## config.mk

```make
export PLATFORM = sky130hd
export DESIGN_NAME = instruction_fetch_unit
export DESIGN_NICKNAME = d
export VERILOG_FILES = /design/src/rtl/fetch_pkg.sv /design/src/rtl/fetch_perf_counters.sv /design/src/rtl/instruction_fetch_unit.sv
export SDC_FILE = /design/constraint.sdc
export NUM_CORES = 1
export LEC_CHECK = 0
export BUFFER_PORTS_ARGS = -buffer_cell sky130_fd_sc_hd__buf_2
export CORE_MARGIN = 3
export CORE_UTILIZATION = 50
export CTS_CLUSTER_SIZE = 16
export DETAILED_ROUTE_END_ITERATION = 12
export PLACE_DENSITY = 0.72
export SYNTH_ARGS = -nofsm -noshare
export SYNTH_HDL_FRONTEND = slang
export SYNTH_HIERARCHICAL = 1
export SYNTH_SLANG_ARGS = --single-unit
```

## constraint.sdc

```tcl
create_clock -name Clk -period 4.7 [get_ports Clk]
set_clock_uncertainty 0.2 [all_clocks]
set_input_delay 0.94 -clock Clk [delete_from_list [all_inputs] [get_ports Clk]]
set_output_delay 0.94 -clock Clk [all_outputs]
set_load 0.005 [all_outputs]
```

## src/rtl/fetch_pkg.sv

```systemverilog
// Shared types and constants for the instruction fetch unit.
package fetch_pkg;

  typedef enum logic [1:0] {
    S_REQ  = 2'd0,
    S_HOLD = 2'd1,
    S_DROP = 2'd2
  } fetch_state_e;

  localparam logic [31:0] PC_INC           = 32'd4;
  localparam logic [31:0] DEFAULT_NOP_WORD = 32'h0000_0000;

  function automatic logic [31:0] word_align(input logic [31:0] addr);
    return {addr[31:2], 2'b00};
  endfunction

endpackage

```

## src/rtl/fetch_perf_counters.sv

```systemverilog
// Delivered-word and stall-cycle counters for the fetch stage; both wrap.
module fetch_perf_counters (
  input  logic        Clk,
  input  logic        Reset,
  input  logic        WordDelivered,
  input  logic        Stall,
  output logic [31:0] FetchCount,
  output logic [31:0] StallCycles
);

  logic [31:0] fetch_count_q;
  logic [31:0] stall_cycles_q;

  always_ff @(posedge Clk or negedge Reset) begin
    if (!Reset) begin
      fetch_count_q  <= 32'd0;
      stall_cycles_q <= 32'd0;
    end else begin
      if (WordDelivered) fetch_count_q <= fetch_count_q + 32'd1;
      if (Stall)         stall_cycles_q <= stall_cycles_q + 32'd1;
    end
  end

  assign FetchCount  = fetch_count_q;
  assign StallCycles = stall_cycles_q;

endmodule

```

## src/rtl/instruction_fetch_unit.sv

```systemverilog
// Fetch stage: owns the PC, talks req/ack to instruction memory and drives the
// Fetch-To-Decode register with stall/flush applied. Option: FETCH_PERF_COUNTERS_EN.
module instruction_fetch_unit
  import fetch_pkg::*;
#(
  parameter logic [31:0] RESET_PC = 32'h0000_0000,
  parameter logic [31:0] NOP_WORD = DEFAULT_NOP_WORD
) (
  input  logic        Clk,
  input  logic        Reset,
  input  logic        Stall,
  input  logic        Redirect,
  input  logic [31:0] RedirectTarget,
  output logic        IMemReq,
  output logic [31:0] IMemAddr,
  input  logic        IMemAck,
  input  logic [31:0] IMemRdata,
  output logic [31:0] PCAddResult,
  output logic [31:0] Instruction,
  output logic        FetchValid
`ifdef FETCH_PERF_COUNTERS_EN
  ,
  output logic [31:0] FetchCount,
  output logic [31:0] StallCycles
`endif
);

  fetch_state_e state_q, state_d;
  logic [31:0]  pc_q, pc_d;
  logic [31:0]  hold_word_q, hold_word_d;
  logic [31:0]  hold_pcadd_q, hold_pcadd_d;
  logic [31:0]  pending_q, pending_d;
  logic [31:0]  pcadd_q, pcadd_d;
  logic [31:0]  instr_q, instr_d;
  logic         valid_q, valid_d;

  logic         ack;
  logic [31:0]  target;
  logic [31:0]  pc_plus4;
  logic         deliver;
  logic [31:0]  deliver_word;
  logic [31:0]  deliver_pcadd;

  // Request drops straight away while Reset is low, abandoning any transfer.
  assign IMemReq  = Reset && (state_q != S_HOLD);
  // PC is not advanced while a request is in flight, so it is the fetch address.
  assign IMemAddr = pc_q;

  assign ack      = IMemAck && IMemReq;
  assign target   = word_align(RedirectTarget);
  assign pc_plus4 = pc_q + PC_INC;

  always_comb begin
    state_d       = state_q;
    pc_d          = pc_q;
    hold_word_d   = hold_word_q;
    hold_pcadd_d  = hold_pcadd_q;
    pending_d     = pending_q;
    deliver       = 1'b0;
    deliver_word  = NOP_WORD;
    deliver_pcadd = 32'd0;

    unique case (state_q)
      S_REQ: begin
        if (ack && Redirect) begin
          pc_d = target;
        end else if (ack && Stall) begin
          hold_word_d  = IMemRdata;
          hold_pcadd_d = pc_plus4;
          state_d      = S_HOLD;
        end else if (ack) begin
          deliver       = 1'b1;
          deliver_word  = IMemRdata;
          deliver_pcadd = pc_plus4;
          pc_d          = pc_plus4;
        end else if (Redirect) begin
          pending_d = target;
          state_d   = S_DROP;
        end
      end
      S_HOLD: begin
        if (Redirect) begin
          pc_d    = target;
          state_d = S_REQ;
        end else if (!Stall) begin
          deliver       = 1'b1;
          deliver_word  = hold_word_q;
          deliver_pcadd = hold_pcadd_q;
          pc_d          = hold_pcadd_q;
          state_d       = S_REQ;
        end
      end
      S_DROP: begin
        if (Redirect) pending_d = target;
        if (ack) begin
          pc_d    = Redirect ? target : pending_q;
          state_d = S_REQ;
        end
      end
      default: state_d = S_REQ;
    endcase
  end

  always_comb begin
    pcadd_d = pcadd_q;
    instr_d = instr_q;
    valid_d = valid_q;
    if (Redirect) begin
      pcadd_d = 32'd0;
      instr_d = NOP_WORD;
      valid_d = 1'b0;
    end else if (!Stall) begin
      pcadd_d = deliver_pcadd;
      instr_d = deliver_word;
      valid_d = deliver;
    end
  end

  always_ff @(posedge Clk or negedge Reset) begin
    if (!Reset) begin
      state_q      <= S_REQ;
      pc_q         <= word_align(RESET_PC);
      hold_word_q  <= 32'd0;
      hold_pcadd_q <= 32'd0;
      pending_q    <= 32'd0;
      pcadd_q      <= 32'd0;
      instr_q      <= NOP_WORD;
      valid_q      <= 1'b0;
    end else begin
      state_q      <= state_d;
      pc_q         <= pc_d;
      hold_word_q  <= hold_word_d;
      hold_pcadd_q <= hold_pcadd_d;
      pending_q    <= pending_d;
      pcadd_q      <= pcadd_d;
      instr_q      <= instr_d;
      valid_q      <= valid_d;
    end
  end

  assign PCAddResult = pcadd_q;
  assign Instruction = instr_q;
  assign FetchValid  = valid_q;

`ifdef FETCH_PERF_COUNTERS_EN
  fetch_perf_counters u_perf (
    .Clk           (Clk),
    .Reset         (Reset),
    .WordDelivered (deliver && !Redirect && !Stall),
    .Stall         (Stall),
    .FetchCount    (FetchCount),
    .StallCycles   (StallCycles)
  );
`endif

endmodule

```

# [Word level (Yosys, flattened, before mapping)]
# Index checks and enable logic that the tools add are counted.
[word_totals] register_bits=195 inputBits=69 out_inout_bits=98
[op_classes] addsub=1 eq_ne=13 n_mux=38 bitwise_logic=1 reduce_logical=11
[op_table] operator="$mux W32" n=20
[op_table] operator="$pmux W32 S2" n=3
[op_table] operator="$pmux W32 S3" n=1
[op_table] operator="$add A32 B3 Y32 const B" n=1
[op_table] operator="$ne A3 B3 Y1 const B" n=5
[op_table] operator="$mux W2" n=7
[op_table] operator="$reduce_and A5 Y1" n=2
[op_table] operator="$ne A2 B2 Y1 const B" n=4
[op_table] operator="$pmux W2 S3" n=1
[op_table] operator="$mux W1" n=5
[op_table] operator="$logic_and A1 B1 Y1" n=4
[op_table] operator="$ne A2 B1 Y1 const B" n=2
[op_table] operator="$reduce_and A4 Y1" n=1
[op_table] operator="$reduce_and A3 Y1" n=1
[op_table] operator="$reduce_bool A3 Y1" n=1
[op_table] operator="$eq A2 B1 Y1 const B" n=1
[op_table] operator="$eq A2 B2 Y1 const B" n=1
[op_table] operator="$logic_not A2 Y1" n=1
[op_table] operator="$pmux W1 S2" n=1
[op_table] operator="$reduce_bool A2 Y1" n=1
[op_table] operator="$not A1 Y1" n=1

# [Logic depth before layout (Yosys ltp)]
[logic_depth] depth_word=9 depth_mapped=10 depth_no_buf=7

# [Least setup slack after synthesis]
# Ideal clock, no wire load.
[synth_timing] kind="input -> register" startpoint="input port Redirect" endpoint="register pc_q[31], in the netlist IMemAddr[31]" arrival_ps=2398 t_required_ps=4374 setup_slack_ps=1976 path_stages=7 path_cell_list="buf_2 -> nor2b_1 -> o31a_1 -> or3_1 -> buf_2 -> buf_2 -> a221o_1"
[synth_via] elab_chain_len=3 word_cells_on_any_way=10 classes_between="eq/ne (3); mux (5); reduce/logical (2)"
[synth_lines] item="start: declaration" line_no="instruction_fetch_unit.sv:12" rtl="input logic Redirect,"
[synth_lines] item="$mux W32 or $logic_and A1 B1 Y1 (tied branches)"
[synth_lines] item="$mux W32, or another cell as far along" line_no="instruction_fetch_unit.sv:95" rtl="if (ack) begin"
[synth_lines] item="$pmux W32 S3 or $reduce_and A5 Y1 (tied branches)"
[synth_lines] item="end signal: assignment" line_no="instruction_fetch_unit.sv:122" rtl="pc_q <= word_align(RESET_PC);"
[synth_lines] item="end signal: assignment" line_no="instruction_fetch_unit.sv:131" rtl="pc_q <= pc_d;"
[synth_lines] item="end: declaration" line_no="instruction_fetch_unit.sv:29" rtl="logic [31:0] pc_q, pc_d;"
# Parallel ways exist; a longest one is shown, timed or not. The select of a mux whose other input is x is not followed.
# A chain may end at the register's enable or synchronous reset.

# [Worst setup path in the final report]
[layout_timing] startpoint="register state_q[0]" endpoint="register pending_q[31]"
[layout_via] elab_chain_len=6 word_cells_on_any_way=13 classes_between="eq/ne (5); mux (1); reduce/logical (7)"
[layout_lines] item="start: declaration" line_no="instruction_fetch_unit.sv:28" rtl="fetch_state_e state_q, state_d;"
[layout_lines] item="start signal: assignment" line_no="instruction_fetch_unit.sv:130" rtl="state_q <= state_d;"
[layout_lines] item="$ne A2 B1 Y1" line_no="instruction_fetch_unit.sv:45" rtl="assign IMemReq = Reset && (state_q != S_HOLD);"
[layout_lines] item="$logic_and A1 B1 Y1" line_no="instruction_fetch_unit.sv:45"
[layout_lines] item="$logic_and A1 B1 Y1" line_no="instruction_fetch_unit.sv:49" rtl="assign ack = IMemAck && IMemReq;"
[layout_lines] item="$logic_and A1 B1 Y1, on equally long branches" line_no="instruction_fetch_unit.sv:67, instruction_fetch_unit.sv:65"
[layout_lines] item="$ne A2 B2 Y1 (no source line)"
[layout_lines] item="$reduce_and A4 Y1 (no source line)"
[layout_lines] item="end signal: assignment" line_no="instruction_fetch_unit.sv:134" rtl="pending_q <= pending_d;"
[layout_lines] item="end: declaration" line_no="instruction_fetch_unit.sv:32" rtl="logic [31:0] pending_q, pending_d;"
# Parallel ways exist; a longest one is shown, timed or not.

==> summary.txt <==
Synth
  – EDFF count, synth: 0
  – Ys Warns: 6
  – Top post-synthesis cells by area: dfrtp_1 (49%), mux2_2 (9.2%), o21ai_0 (7.9%), a22oi_1 (5.1%), nand2_1 (4.3%)
  – Register area share after synthesis: 0.494
  – Synth Cell Area: roughly 0.0099 mm2
  – Gate Count Post-Synth: between 900 and 1,000
  – FF+latch count, synth: around 200
  – Avg Inst Size Synth: between 9 and 10 um2
  – Post-synth top flop: dfrtp_1
  – Most area-hungry cell type in the Yosys netlist: dfrtp_1
  – Syn nets: approximately 1,100
  – Synth async-reset ratio: 1.00
  – Post-synth top area share: 0.494
  – Synth cell types: 66

Route
  – Drt drc: 0
  – Drt pass-1 iters: 8
  – Routed vias: between 8,000 and 9,000
  – Antenna-violating nets left: 0
  – Final WL: around 27 mm
  – Via density per instance: 6.03
  – Initial DRC count: approximately 740
  – DR WL/cell: approximately 20 um

Final layout
  – Share of layout cells above drive strength 1: 0.290
  – Most frequent cells in the layout: dfrtp_1 (195), buf_2 (163), o21ai_0 (156)
  – Final nets: between 1,000 and 1,500
  – Layout fillers: between 1,500 and 2,000
  – Commonest non-fill, non-tap cell in the layout: dfrtp_1
  – Area Growth Syn to Fin: 16.6%

Floorplanning
  – Die height: 147 um
  – Die width: 147 um
  – IO Count: about 170
  – Die ar.: between 0.02 and 0.025 mm2
  – Core Region: around 0.019 mm2
  – Row count: 50
  – Initial core utilization: 0.518

Worst setup path
  – Setup CP Type: flop to flop
  – Critical R2R Launch: state_q[0]
  – Critical path capture point type: flop
  – Worst EP required: just under 5000 ps
  – CP Cell Sequence: inv_1 > ha_1 > buf_4 > o21ai_0 > nor2_4 > mux2_2
  – Crit-path max FO: 27
  – CP startpoint kind: flop
  – Reg2Reg Setup Slack: about 1400 ps
  – WP data arrival: approximately 3500 ps
  – Worst Path Buf+Inv: 2
  – Slowest CP cell: nor2_4
  – CP startpoint: state_q[0]
  – Worst stage delay on the critical path: just under 800 ps
  – Worst reg2reg path depth: 6
  – Critical path endpoint: pending_q[31]
  – Crit-path leading delay family: simple AND/OR/NAND/NOR gates
  – CP Depth: 6
  – R2r endpoint: pending_q[31]

GRT
  – Largest net degree at the start of global routing: 72
  – Total GRT Usage: 0.256
  – First-pass GRT wire length: 44.6 mm
  – Initial antenna violation count: 2
  – Vias in the first global route: between 8,000 and 9,000
  – Grt ovf: 0

STA
  – RSZ-0062 raised after global routing: false
  – Setup violators final: 0
  – Post-Route Setup TNS: 0 ps
  – Peak Freq: around 300 MHz
  – Count of final hold-check violations: 0
  – Max Slew Vio Count: 0
  – Final min period: ~3300 ps
  – Tcrit/Tclk final: 0.710
  – Max-Slew Margin vs Limit: 0.316
  – Actual slew at the worst max-slew pin: slightly above 1000 ps

Clock network
  – CTS Sinks: approximately 200
  – Clock transition at path regs: ~80 ps
  – Hold_buf cts: 0
  – Post-CTS Resized: 0
  – TritonCTS Buffers: 17
  – H-Tree Level Count: 4
  – Worst skew pair latency: around 440 ps
  – Post-CTS setup buffers: 0
  – Clk root buf: clkbuf_16
  – Clock Path Buffers: 2
  – CTS tree: done

Pwr
  – Total power: slightly below 7 mW
  – Gate power share: 0.379
  – Sequential Power Share: 0.404
  – Power per cell area: 591 mW/mm2
  – Switching share of power: 0.405
  – VDD IR max: between 200 and 300 uV
  – Internal power: around 4 mW
  – Clock power share: 0.217
  – Leakage: between 5 and 6 nW
  – Sw power: between 2 and 3 mW

Flow run
  – Max cap viols: 0

Place
  – Dpl hpwl: around 18 mm
  – Global placement routability congestion: about 0.85
  – Port bufs: 164

Hold path
  – HP Class: input pin to async pin

Outcome
  – Outcome: finished, final reports clean
## final cells by class
| cell class | instances | area (um2) | share of cell area |
|---|---|---|---|
| Sequential cell | 195 | 4880 | 0.423 |
| Multi-Input combinational cell | 692 | 4640 | 0.402 |
| Timing Repair Buffer | 187 | 1000 | 0.0869 |
| Clock buffer | 17 | 425 | 0.0369 |
| Tap cell | 260 | 325 | 0.0282 |
| Clock inverter | 15 | 181 | 0.0157 |
| Inverter | 20 | 75.1 | 0.00651 |
| Antenna cell | 2 | 5.00 | 0.000434 |
## worst min path at each step
stage                     from               to  slack (ps)  cells after the start
3_3_place_gp   Instruction[24]  Instruction[24]         260                      2
2_1_floorplan     pending_q[0]     pending_q[0]         270                      1
3_5_place_dp    Instruction[6]   Instruction[6]         260                      2
6_report                 Reset  PCAddResult[18]         160                      1
4_1_cts                  Reset  PCAddResult[18]         160                      1
5_1_grt                  Reset     IMemAddr[16]         160                      1
## state kept, by name (all words and copies together), names as in the netlist
name and cells:
FetchValid 1, IMemAddr 32, Instruction 32, PCAddResult 32, hold_pcadd_q 32, hold_word_q 32
pending_q 32, state_q 2
## metrics by stage
stage / area, um2 / worst slack [ps] / cells / hold slack (ps) / util
floorplan: 9890 / 1980 / 989 / 265 / -
global placement: 10900 / 1150 / 1354 / 257 / 0.572
detailed placement: 10900 / 1110 / 1354 / 264 / 0.572
CTS: 11500 / 1420 / 1386 / 161 / 0.604
global route: 11500 / 1220 / 1387 / 162 / 0.604
finish: 11500 / 1360 / 1388 / 165 / 0.604
## power groups by stage
stage               combinational, mW  sequential, mW  clock [mW]
floorplan                        1.84            2.59           0
global placement                 2.49            2.73           0
detailed placement               2.55            2.77           0
CTS                              2.56            2.74        1.50
global route                     2.85            2.83        1.57
finish                           2.58            2.75        1.48
## cell families after synthesis
logic type,count (synthesis),share of synthesized area
compound gates,335,0.215
simple gates,243,0.127
flops,195,0.494
buf+inv,102,0.0411
mux,82,0.0933
xor+xnor,28,0.0248
fa+ha+maj,4,0.00506
## cells in the mapped netlist, types with 3 or more instances
master,instances
a211o_1,5
a21oi_1,25
a221oi_1,6
a22o_1,5
a22oi_1,67
a2bb2oi_1,11
a31oi_1,10
and2_1,5
and3_1,4
and4_1,4
buf_1,9
buf_2,8
buf_4,3
clkbuf_1,60
dfrtp_1,195
ha_1,4
inv_1,20
mux2_2,81
nand2_1,113
nand3_1,30
nand4_1,8
nor2_1,35
nor2b_1,5
nor3_1,9
nor3_2,3
nor4_1,3
nor4_4,3
o21a_1,7
o21ai_0,157
o221ai_1,3
o22a_1,8
o22ai_1,5
o2bb2ai_1,4
o31ai_1,4
or4_1,4
xnor2_1,18
xor2_1,10
## layer usage
metal | wire length [um] | share of wire | GRT usage
met5 | 13 | 0.00047 | 0
met4 | 628 | 0.023 | 0.0931
met3 | 1720 | 0.063 | 0.0490
met2 | 13100 | 0.48 | 0.413
met1 | 11900 | 0.43 | 0.346
Note: power is estimated with default switching activity, not from simulation.
